[src/rtl/alu_rr_scheduler.sv]
// ---------------------------------------------------------------------------
// alu_rr_scheduler
//   Two requesters share one WIDTH-bit, 8-op ALU through a round-robin
//   arbiter. The winning requester's opcode and operands are captured. The
//   op runs for one cycle. The tagged result is then held on a
//   valid/ready response port until the consumer accepts it.
//
// Ports
//   clk, rst_n          clock, asynchronous active-low reset
//   req0/op0/a0/b0      requester 0 request, opcode and operands
//   ack0                one-cycle pulse when requester 0 operands are captured
//   req1/op1/a1/b1      requester 1 request, opcode and operands
//   ack1                one-cycle pulse when requester 1 operands are captured
//   rsp_valid/rsp_ready response handshake
//   rsp_id              requester that owns the result
//   rsp_data, rsp_err   result; rsp_err flags divide-by-zero
//   busy                high while the scheduler is not idle
//
// Opcodes {c1,c2,c3}: 000 add, 001 sub, 010 mul, 011 div,
//                     100 and, 101 or, 110 xor, 111 not-a
// ---------------------------------------------------------------------------
module alu_rr_scheduler #(
    parameter int               WIDTH    = 4,
    parameter logic [WIDTH-1:0] DIV0_VAL = '1
) (
    input  logic             clk,
    input  logic             rst_n,
    input  logic             req0,
    input  logic [2:0]       op0,
    input  logic [WIDTH-1:0] a0,
    input  logic [WIDTH-1:0] b0,
    output logic             ack0,
    input  logic             req1,
    input  logic [2:0]       op1,
    input  logic [WIDTH-1:0] a1,
    input  logic [WIDTH-1:0] b1,
    output logic             ack1,
    output logic             rsp_valid,
    input  logic             rsp_ready,
    output logic             rsp_id,
    output logic [WIDTH-1:0] rsp_data,
    output logic             rsp_err,
    output logic             busy
);

    typedef enum logic [1:0] {
        IDLE = 2'd0,
        EXEC = 2'd1,
        RESP = 2'd2
    } state_t;

    state_t             state_reg;
    logic               last_grant_reg;
    logic               id_reg;
    logic [2:0]         op_reg;
    logic [WIDTH-1:0]   a_reg;
    logic [WIDTH-1:0]   b_reg;

    logic               winner;
    logic [WIDTH-1:0]   alu_data;
    logic               alu_err;
    logic [2*WIDTH-1:0] prod;

    // On a tie the requester that did not win last time gets the grant;
    // a lone request always wins.
    assign winner = (req0 & req1) ? ~last_grant_reg : req1;

    // ALU on the latched operands; every opcode value is decoded.
    always_comb begin
        alu_data = '0;
        alu_err  = 1'b0;
        prod     = {{WIDTH{1'b0}}, a_reg} * {{WIDTH{1'b0}}, b_reg};
        case (op_reg)
            3'b000: alu_data = a_reg + b_reg;
            3'b001: alu_data = a_reg - b_reg;
            3'b010: alu_data = prod[WIDTH-1:0];
            3'b011: begin
                if (b_reg == '0) begin
                    alu_data = DIV0_VAL;
                    alu_err  = 1'b1;
                end else begin
                    alu_data = a_reg / b_reg;
                end
            end
            3'b100: alu_data = a_reg & b_reg;
            3'b101: alu_data = a_reg | b_reg;
            3'b110: alu_data = a_reg ^ b_reg;
            3'b111: alu_data = ~a_reg;
        endcase
    end

    always_ff @(posedge clk or negedge rst_n) begin
        if (!rst_n) begin
            state_reg      <= IDLE;
            last_grant_reg <= 1'b1;  // requester 0 wins the first tie
            id_reg         <= 1'b0;
            op_reg         <= '0;
            a_reg          <= '0;
            b_reg          <= '0;
            ack0           <= 1'b0;
            ack1           <= 1'b0;
            rsp_valid      <= 1'b0;
            rsp_id         <= 1'b0;
            rsp_data       <= '0;
            rsp_err        <= 1'b0;
            busy           <= 1'b0;
        end else begin
            // Acks are single-cycle pulses raised only on the capture edge.
            ack0 <= 1'b0;
            ack1 <= 1'b0;
            case (state_reg)
                IDLE: begin
                    if (req0 | req1) begin
                        op_reg         <= winner ? op1 : op0;
                        a_reg          <= winner ? a1  : a0;
                        b_reg          <= winner ? b1  : b0;
                        id_reg         <= winner;
                        last_grant_reg <= winner;
                        ack0           <= ~winner;
                        ack1           <= winner;
                        busy           <= 1'b1;
                        state_reg      <= EXEC;
                    end
                end
                EXEC: begin
                    rsp_data  <= alu_data;
                    rsp_err   <= alu_err;
                    rsp_id    <= id_reg;
                    state_reg <= RESP;
                end
                RESP: begin
                    // First RESP cycle raises valid (result is already
                    // stable); afterwards wait for the consumer.
                    if (!rsp_valid) begin
                        rsp_valid <= 1'b1;
                    end else if (rsp_ready) begin
                        rsp_valid <= 1'b0;
                        busy      <= 1'b0;
                        state_reg <= IDLE;
                    end
                end
                default: begin
                    state_reg <= IDLE;
                    busy      <= 1'b0;
                    rsp_valid <= 1'b0;
                end
            endcase
        end
    end

endmodule
[config.mk]
export PLATFORM = sky130hd
export DESIGN_NAME = alu_rr_scheduler
export DESIGN_NICKNAME = d
export VERILOG_FILES = /design/src/rtl/alu_rr_scheduler.sv
export SDC_FILE = /design/constraint.sdc
export NUM_CORES = 1
export LEC_CHECK = 0
export ABC_AREA = 1
export CAP_MARGIN = 20
export CORE_MARGIN = 3
export CORE_UTILIZATION = 53
export DETAILED_ROUTE_END_ITERATION = 12
export PLACE_DENSITY = 0.8
export RECOVER_POWER = 25
export SLEW_MARGIN = 10
export SYNTH_ARGS = -nofsm -noshare
export SYNTH_HDL_FRONTEND = slang
export SYNTH_SLANG_ARGS = --single-unit
[constraint.sdc]
create_clock -name clk -period 5.2 [get_ports clk]
set_input_delay 0.52 -clock clk [delete_from_list [all_inputs] [get_ports clk]]
set_output_delay 0.52 -clock clk [all_outputs]
set_load 0.05 [all_outputs]
Yosys cells after proc, flatten, opt, wreduce, memory -nomap -nowiden
Index checks and enable logic that the tools add are counted.
- add/sub/neg operators: 2
- multipliers: 1
- divide/modulo/power cells: 1
- $lt $le $gt $ge: 0
- equal/unequal tests: 12
- shifts and indexed selects: 0
- mux-type cells: 23
- bitwise operators: 9
- reduce and logical (&&, ||, !) cells: 7
- operators by type and width (kind ; number):
    4-bit case mux with 8 select lines ; 1
    3-bit equality test, second input constant ; 4
    1-bit two-way mux ; 12
    4-bit two-way mux ; 3
    3-bit by 2-bit equality test with 1-bit output, second input constant ; 2
    2-bit two-way mux ; 3
    2-bit inequality test, second input constant ; 3
    2-bit case mux with 3 select lines ; 1
    4-bit adder ; 1
    4-bit AND ; 1
    4-bit by 4-bit divider with 4-bit output ; 1
    4-bit zero test ; 1
    4-bit by 4-bit multiplier with 4-bit output ; 1
    4-bit inverter ; 1
    4-bit OR ; 1
    4-bit AND reduction ; 1
    4-bit subtractor ; 1
    4-bit bitwise XOR ; 1
    3-bit by 1-bit equality test with 1-bit output, second input constant ; 1
    3-bit zero test ; 1
    3-bit two-way mux ; 1
    1-bit inverter ; 3
    1-bit case mux with 3 select lines ; 1
    3-bit AND reduction ; 1
    8 further kinds ; 8
- register bits after elaboration: 25
- latch bits: 0
- memory bits (writable): 0
- ROM bits: 0
- input bits: 27
- output and inout port bits: 10
- logic and storage cells: 68
- memories: 0

Logic depth before layout (Yosys ltp)
Gate-level depths: netlist (run 1).
- depth after elaboration: 5
- depth in mapped cells: 27
- gate-level depth less buffers: 27

Least setup slack after synthesis (run 1)
No wires, ideal clock.
- path kind: register to register
- from: reg b_reg[0]
- to: reg rsp_data[0]
- setup time: 0.118 ns
- arrival time: 3.593 ns
- setup slack: 1.489 ns
- stages on the path, launching flop included: 28
- buffers on the path: 0
- period minus slack after synthesis: 3.711 ns
- path through: dfrtp_1 inv_1 ha_1 nor2_1 nor2_2 nand2_1 nand2_1 o21ai_2 ha_1 nand2_1 a21oi_2 nor2_1 a21oi_1 ha_1 a21o_1 nand3_1 nand3_1 inv_1 nand2_1 o21ai_0 ha_1 a21o_1 nand3_1 nand4_1 nand2_1 nand2_1 nand2_1 nand2_1
- cells in the longest elaborated chain, start to end: 3
- elaborated cells between the ends (all ways): 10
- RTL lines (element ; line ; source):
    from (decl) ; 57 ; logic [WIDTH-1:0] b_reg;
    from (signal assigned) ; 116 ; b_reg <= winner ? b1 : b0;
    4-bit by 4-bit divider with 4-bit output or 4-bit zero test (tied branches) ; 82, 78 ;
    4-bit two-way mux ; 78 ; if (b_reg == '0) begin
    4-bit case mux with 8 select lines (*) ; 73 ; case (op_reg)
    to (signal assigned) ; 126 ; rsp_data <= alu_data;
    to (decl) ; 41 ; output logic [WIDTH-1:0] rsp_data,
Every way passes the cells marked *; elsewhere a longest branch is shown, timed or not.
A chain may end at the register's enable or synchronous reset.

Final worst setup path (run 1)
Ends and elaborated chain as after synthesis.

==> summary.txt, run 1 <==
STA
  • F_max: 239 MHz
  • Final hold violations: 0
  • Period minus WS final: 4.19 ns
  • Period utilization: 0.805
  • Slew Viols, Final: 0
  • Tightest Pin Transition: 0.914 ns
  • RSZ-0062 raised after global routing: false
  • PnR worst setup slack: 1.01 ns
  • Setup-failing EPs final: 0
  • Setup_tns: 0 ns
  • Worst Skew: 0.00566 ns
  • Max_slew headroom: 0.391

Clocking
  • Cts hold-fix bufs: 0
  • CTS resizes: 0
  • H-tree depth: 1
  • Clock transition at the registers of the reported paths: 0.10 ns
  • CTS Root Cell: clkbuf_8
  • Post CTS Setup Buffer Count: 0
  • Num CTS Buffers: 3
  • CTS tree: yes
  • Worst-skew pair later-pin latency: 0.28 ns
  • Clk buf depth: 2
  • CTS Sinks: 25

Logic synthesis
  • Gate Count Post-Synth: 297
  • Yosys reg bits: 25
  • Sequential share of the synthesized area: 0.293
  • Post-synth EDFFs: 0
  • Yosys Warn Count: 0
  • Ys flop type: dfrtp_1
  • Post-Synthesis Mean Instance Area: 7.21 um2
  • Synth unique cells: 32
  • Syn Nets: 354
  • Post-synth ARST share: 1.00
  • Post-Syn Area: 2140 um2

Critical path
  • Crit-path slowest cell: dfrtp_1
  • Startpoint types: register
  • Crit Path Class: reg -> reg
  • CP Data Arrival Time: 4.37 ns
  • Critical Path Sink: rsp_data[0]
  • Worst EP required: 5.38 ns
  • R2R Path Start: b_reg[0]
  • Worst setup EP type: register
  • R2r setup slk: 1.01 ns
  • Worst Reg2Reg Path Length in Cells: 27
  • Crit path top cell by count: nand2_1
  • Origin of the worst setup path: b_reg[0]
  • Reg-to-Reg End: rsp_data[0]
  • Largest stage delay, worst path: 0.47 ns
  • CP Max Fanout: 7

Floorplan
  • Die Wd: 69.6 um
  • Total die area: 4840 um2
  • Rows: 22
  • Ports: 37
  • Die height: 69.6 um
  • Core footprint: 3770 um2
  • Starting density of the core: 0.568

Cells and area
  • Area Growth Syn to Fin: 20.4%
  • Final core occ: 0.684
  • Antenna Cells: 0
  • Share of layout cells above drive strength 1: 0.0542
  • Nets@finish: 390

Routing
  • Via count: 2,033
  • WL/cell: 13.9 um
  • Post-route DRC: 0
  • DRT iter0 DRCs: 160
  • DRT Wirelength: 5.29 mm
  • Router iterations before antenna repair: 4
  • Detail Route Antenna Nets: 0
  • Via-per-instance ratio: 5.35

Global route
  • GRT Resource Usage Total: 0.225
  • Vias in the first global route: 1,935
  • First-pass GRT wire length: 9.00 mm
  • GRT overflow: 0
  • Initial antenna violation count: 0
  • Largest net degree at the start of global routing: 25

Placed design
  • Pre-CTS setup slack: 1.08 ns
  • Hpwl dp: 4.19 mm
  • Port Buf Inserts: 36
  • Gpl congestion: 0.957

Run
  • Max-Cap Viols: 0

Run status
  • Status: completed

Min path
  • Class of the worst hold path: reg -> reg
[per-layer routing]
layer | up-vias | global-route usage | wire length, um
met1 | 911 | 0.308 | 2450
met4 | 0 | 0.0434 | 47
met2 | 77 | 0.360 | 2400
met3 | 4 | 0.0594 | 390
li1 | 1041 | - | -
met5 | - | 0 | 0
[stage by stage]
stage	hold WS (ns)	instance area [um2]	instances
6_report	0.480	2580	380
5_1_grt	0.496	2580	380
4_1_cts	0.483	2590	380
3_5_place_dp	0.464	2540	376
3_3_place_gp	0.460	2530	375
2_1_floorplan	0.224	2140	297
[cell type report]
class / instances / area, um2
clock buffer: 3 / 41.3
clock inverter: 1 / 8.76
fill: 325 / 1190
inverter: 45 / 169
multi-input combinational: 221 / 1310
sequential: 25 / 627
tap: 48 / 60.1
timing repair buffer: 37 / 364
[worst min-delay path by stage]
| stage | start | end | slack [ns] | cells past startpoint |
|---|---|---|---|---|
| after floorplan | rst_n | a_reg[0] | 0.22 | 0 |
| after global placement | last_grant_reg | last_grant_reg | 0.46 | 2 |
| after detailed placement | rsp_data[3] | rsp_data[3] | 0.46 | 2 |
| after CTS | last_grant_reg | last_grant_reg | 0.48 | 2 |
| after global routing | last_grant_reg | last_grant_reg | 0.50 | 2 |
| final | last_grant_reg | last_grant_reg | 0.48 | 2 |
[cell usage after synthesis, types with 2 or more instances]
master | n | area share
inv_1 | 40 | 0.070
nor2_2 | 2 | 0.0058
nand2_1 | 62 | 0.11
a21oi_1 | 6 | 0.014
nand3_1 | 24 | 0.056
nand4_1 | 8 | 0.023
o21ai_2 | 3 | 0.012
nor2_1 | 36 | 0.063
ha_1 | 29 | 0.17
o22ai_1 | 14 | 0.041
a21o_1 | 2 | 0.0070
dfrtp_1 | 24 | 0.28
a21boi_0 | 2 | 0.0070
clkbuf_1 | 2 | 0.0035
inv_2 | 4 | 0.0070
buf_2 | 2 | 0.0047
nand2_2 | 2 | 0.0058
o21ai_0 | 18 | 0.042
xor2_1 | 4 | 0.016
[cells in the final DEF, fill, tap and decap left out]
cell type,netlist,layout
o21ai_0,18,18
o21a_1,1,1
o22ai_1,14,14
inv_6,0,1
nor2_1,36,36
inv_1,40,40
xnor2_1,1,1
clkbuf_8,0,3
and2_1,1,1
ha_1,29,29
a21boi_0,2,2
o211a_1,1,1
inv_2,4,4
nand2_1,62,62
xor2_1,4,4
nor2_2,2,2
nand3_1,24,24
o211ai_1,1,1
dfrtp_1,24,24
clkbuf_1,2,1
nand4_1,8,8
dfstp_2,1,1
nor3_1,1,1
a21oi_1,6,6
fa_1,1,1
nor2_4,1,1
clkinv_1,1,1
a21o_1,2,2
a21oi_2,1,1
clkdlybuf4s50_1,0,35
o21ai_2,3,3
nand2_2,2,2
dlygate4sd3_1,0,1
[logic make-up (layout without fill, tap and decap cells)]
logic type               after synthesis  count (layout)  share of synthesized area
AND/OR/NAND/NOR                      137             137                      0.273
buffers and inverters                 51              86                     0.0958
flip-flops                            25              25                      0.293
adder cells (fa/ha/maj)               30              30                      0.179
XOR/XNOR                               5               5                     0.0204
AO/OA/AOI/OAI                         49              49                      0.139
[worst max-delay path: cells and delay by family (launching register included)]
family | cells | cell delay (ns)
fa+ha+maj | 4 | 1.25
flops | 1 | 0.47
simple gates | 14 | 0.98
compound gates | 7 | 1.03
buf+inv | 2 | 0.35
Power of run 1 is not shown: default switching activity piles up to over one toggle a cycle in this logic, so the estimate is an artifact.
==> run 2, diff against run 1 <==
CORE_UTILIZATION = 48   (was 53)
PLACE_DENSITY = 0.76   (was 0.8)
clock period = 3.5 ns   (was 5.2 ns; I/O delays follow)
==> summary.txt, run 2 (synthesized netlist as in run 1, its figures left out) <==
Routing
  • WL/cell: 14.5 um
  • Via-per-instance ratio: 5.31
  • DRT iter0 DRCs: 116
  • Post-route DRC: 0
  • DRT Wirelength: 5.91 mm
  • Via count: 2,162
  • Router iterations before antenna repair: 4
  • Detail Route Antenna Nets: 0

STA
  • Setup-failing EPs final: 2
  • RSZ-0062 raised after global routing: true
  • Period minus WS final: 3.61 ns
  • PnR worst setup slack: -0.114 ns
  • Hold slack: 0.419 ns
  • Period utilization: 1.03
  • Tightest Pin Transition: 0.940 ns
  • Final hold violations: 0
  • F_max: 277 MHz
  • Worst Skew: 0.00906 ns
  • Max_slew headroom: 0.374
  • Slew Viols, Final: 0

Clocking
  • Clk buf depth: 2
  • CTS tree: yes
  • H-tree depth: 1
  • Worst-skew pair later-pin latency: 0.28 ns
  • CTS Root Cell: clkbuf_8
  • Clock transition at the registers of the reported paths: 0.10 ns
  • CTS Sinks: 25
  • Num CTS Buffers: 3

Placed design
  • Port Buf Inserts: 36
  • Hpwl dp: 4.39 mm
  • Gpl congestion: 0.966

Critical path
  • R2R Path Start: a_reg[3]
  • Crit-path slowest cell: dfrtp_1
  • Crit Path Class: reg -> reg
  • Worst EP required: 3.68 ns
  • R2r setup slk: -0.11 ns
  • Startpoint types: register
  • CP Data Arrival Time: 3.79 ns
  • Worst setup EP type: register
  • Crit path top cell by count: nand2_1
  • Largest stage delay, worst path: 0.42 ns
  • Reg-to-Reg End: rsp_data[0]
  • Worst Reg2Reg Path Length in Cells: 26
  • CP Max Fanout: 6

Floorplan
  • Rows: 23
  • Total die area: 5300 um2
  • Ports: 37
  • Die Wd: 72.8 um
  • Die height: 72.8 um
  • Core footprint: 4140 um2
  • Starting density of the core: 0.517

Run
  • Max-Cap Viols: 0

Global route
  • Vias in the first global route: 2,120
  • GRT Resource Usage Total: 0.226
  • First-pass GRT wire length: 9.40 mm
  • Initial antenna violation count: 0
  • GRT overflow: 0
  • Largest net degree at the start of global routing: 26

Min path
  • Class of the worst hold path: in -> async

Cells and area
  • Antenna Cells: 0
  • Area Growth Syn to Fin: 36.9%
  • Most frequent cells in the layout: 57 x nand2_1, 38 x inv_1, 35 x clkdlybuf4s50_1, 33 x nor2_1, 25 x ha_1
  • Share of layout cells above drive strength 1: 0.176
  • Nets@finish: 415
  • Final core occ: 0.708
  • Commonest non-fill, non-tap cell in the layout: nand2_1

Run status
  • Status: finished, violations left
  • Violated checks: negative setup slack
run 2: cell types whose count changed in the layout (fill, tap and decap cells not counted), moves of 2 or more:
cell / delta
a21oi_1: -3
a21oi_4: +2
buf_4: +24
ha_1: -4
ha_4: +4
inv_1: -2
nand2_1: -5
nand2_2: +2
nand2_4: +3
nand3_1: -3
nand3_2: +2
nor2_1: -3
nor2_4: +3
run 2: final cells by class:
type | count | area, um2
Multi-Input combinational cell | 221 | 1470
Fill cell | 337 | 1210
Sequential cell | 25 | 627
Timing Repair Buffer | 62 | 556
Inverter | 45 | 171
Tap cell | 50 | 62.6
Clock buffer | 3 | 41.3
Clock inverter | 1 | 8.76
run 2: timing repair:
item / 4_1_cts / 5_1_grt
hold buffers: 0 / 0
pin swaps: 14 / 14
endpoints found under the setup margin: 1 / 2
buffers inserted: 10 / 4
gates resized for setup: 10 / 17
run 2: how the worst max path moves through the flow:
stage	from	end	slack [ns]	cells past startpoint
2_1_floorplan	b_reg[0]	rsp_data[0]	-0.04	27
6_report	a_reg[3]	rsp_data[0]	-0.11	26
5_1_grt	a_reg[3]	rsp_data[0]	-0.27	26
3_5_place_dp	a_reg[3]	rsp_data[0]	-0.11	23
3_3_place_gp	a_reg[3]	rsp_data[0]	0.02	26
4_1_cts	a_reg[3]	rsp_data[0]	-0.08	26
run 2: per-stage QoR:
stage                     area [um2]  TNS [ns]  setup slack [ns]  cells
final                           2930    -0.212            -0.114    407
after global routing            2930    -0.503            -0.272    407
after CTS                       2810    -0.113           -0.0836    403
after detailed placement        2650    -0.112            -0.112    389
after global placement          2650         0            0.0204    389
after floorplan                 2170   -0.0383           -0.0383    297
run 2: per-layer routing:
layer,vias to the layer above,GRT usage,wire [um]
li1,1093,-,-
met2,66,0.391,2950
met4,0,0.0738,113
met3,10,0.0372,304
met1,993,0.286,2540
met5,-,0,0
run 2: worst max-delay path: cells and delay by family (launching register included):
kind	cells	cell delay, ns
adder cells (fa/ha/maj)	4	1.10
AO/OA/AOI/OAI	7	0.99
AND/OR/NAND/NOR	14	0.93
flip-flops	1	0.42
buffers and inverters	1	0.09
Power of run 2 is left out for the same reason.
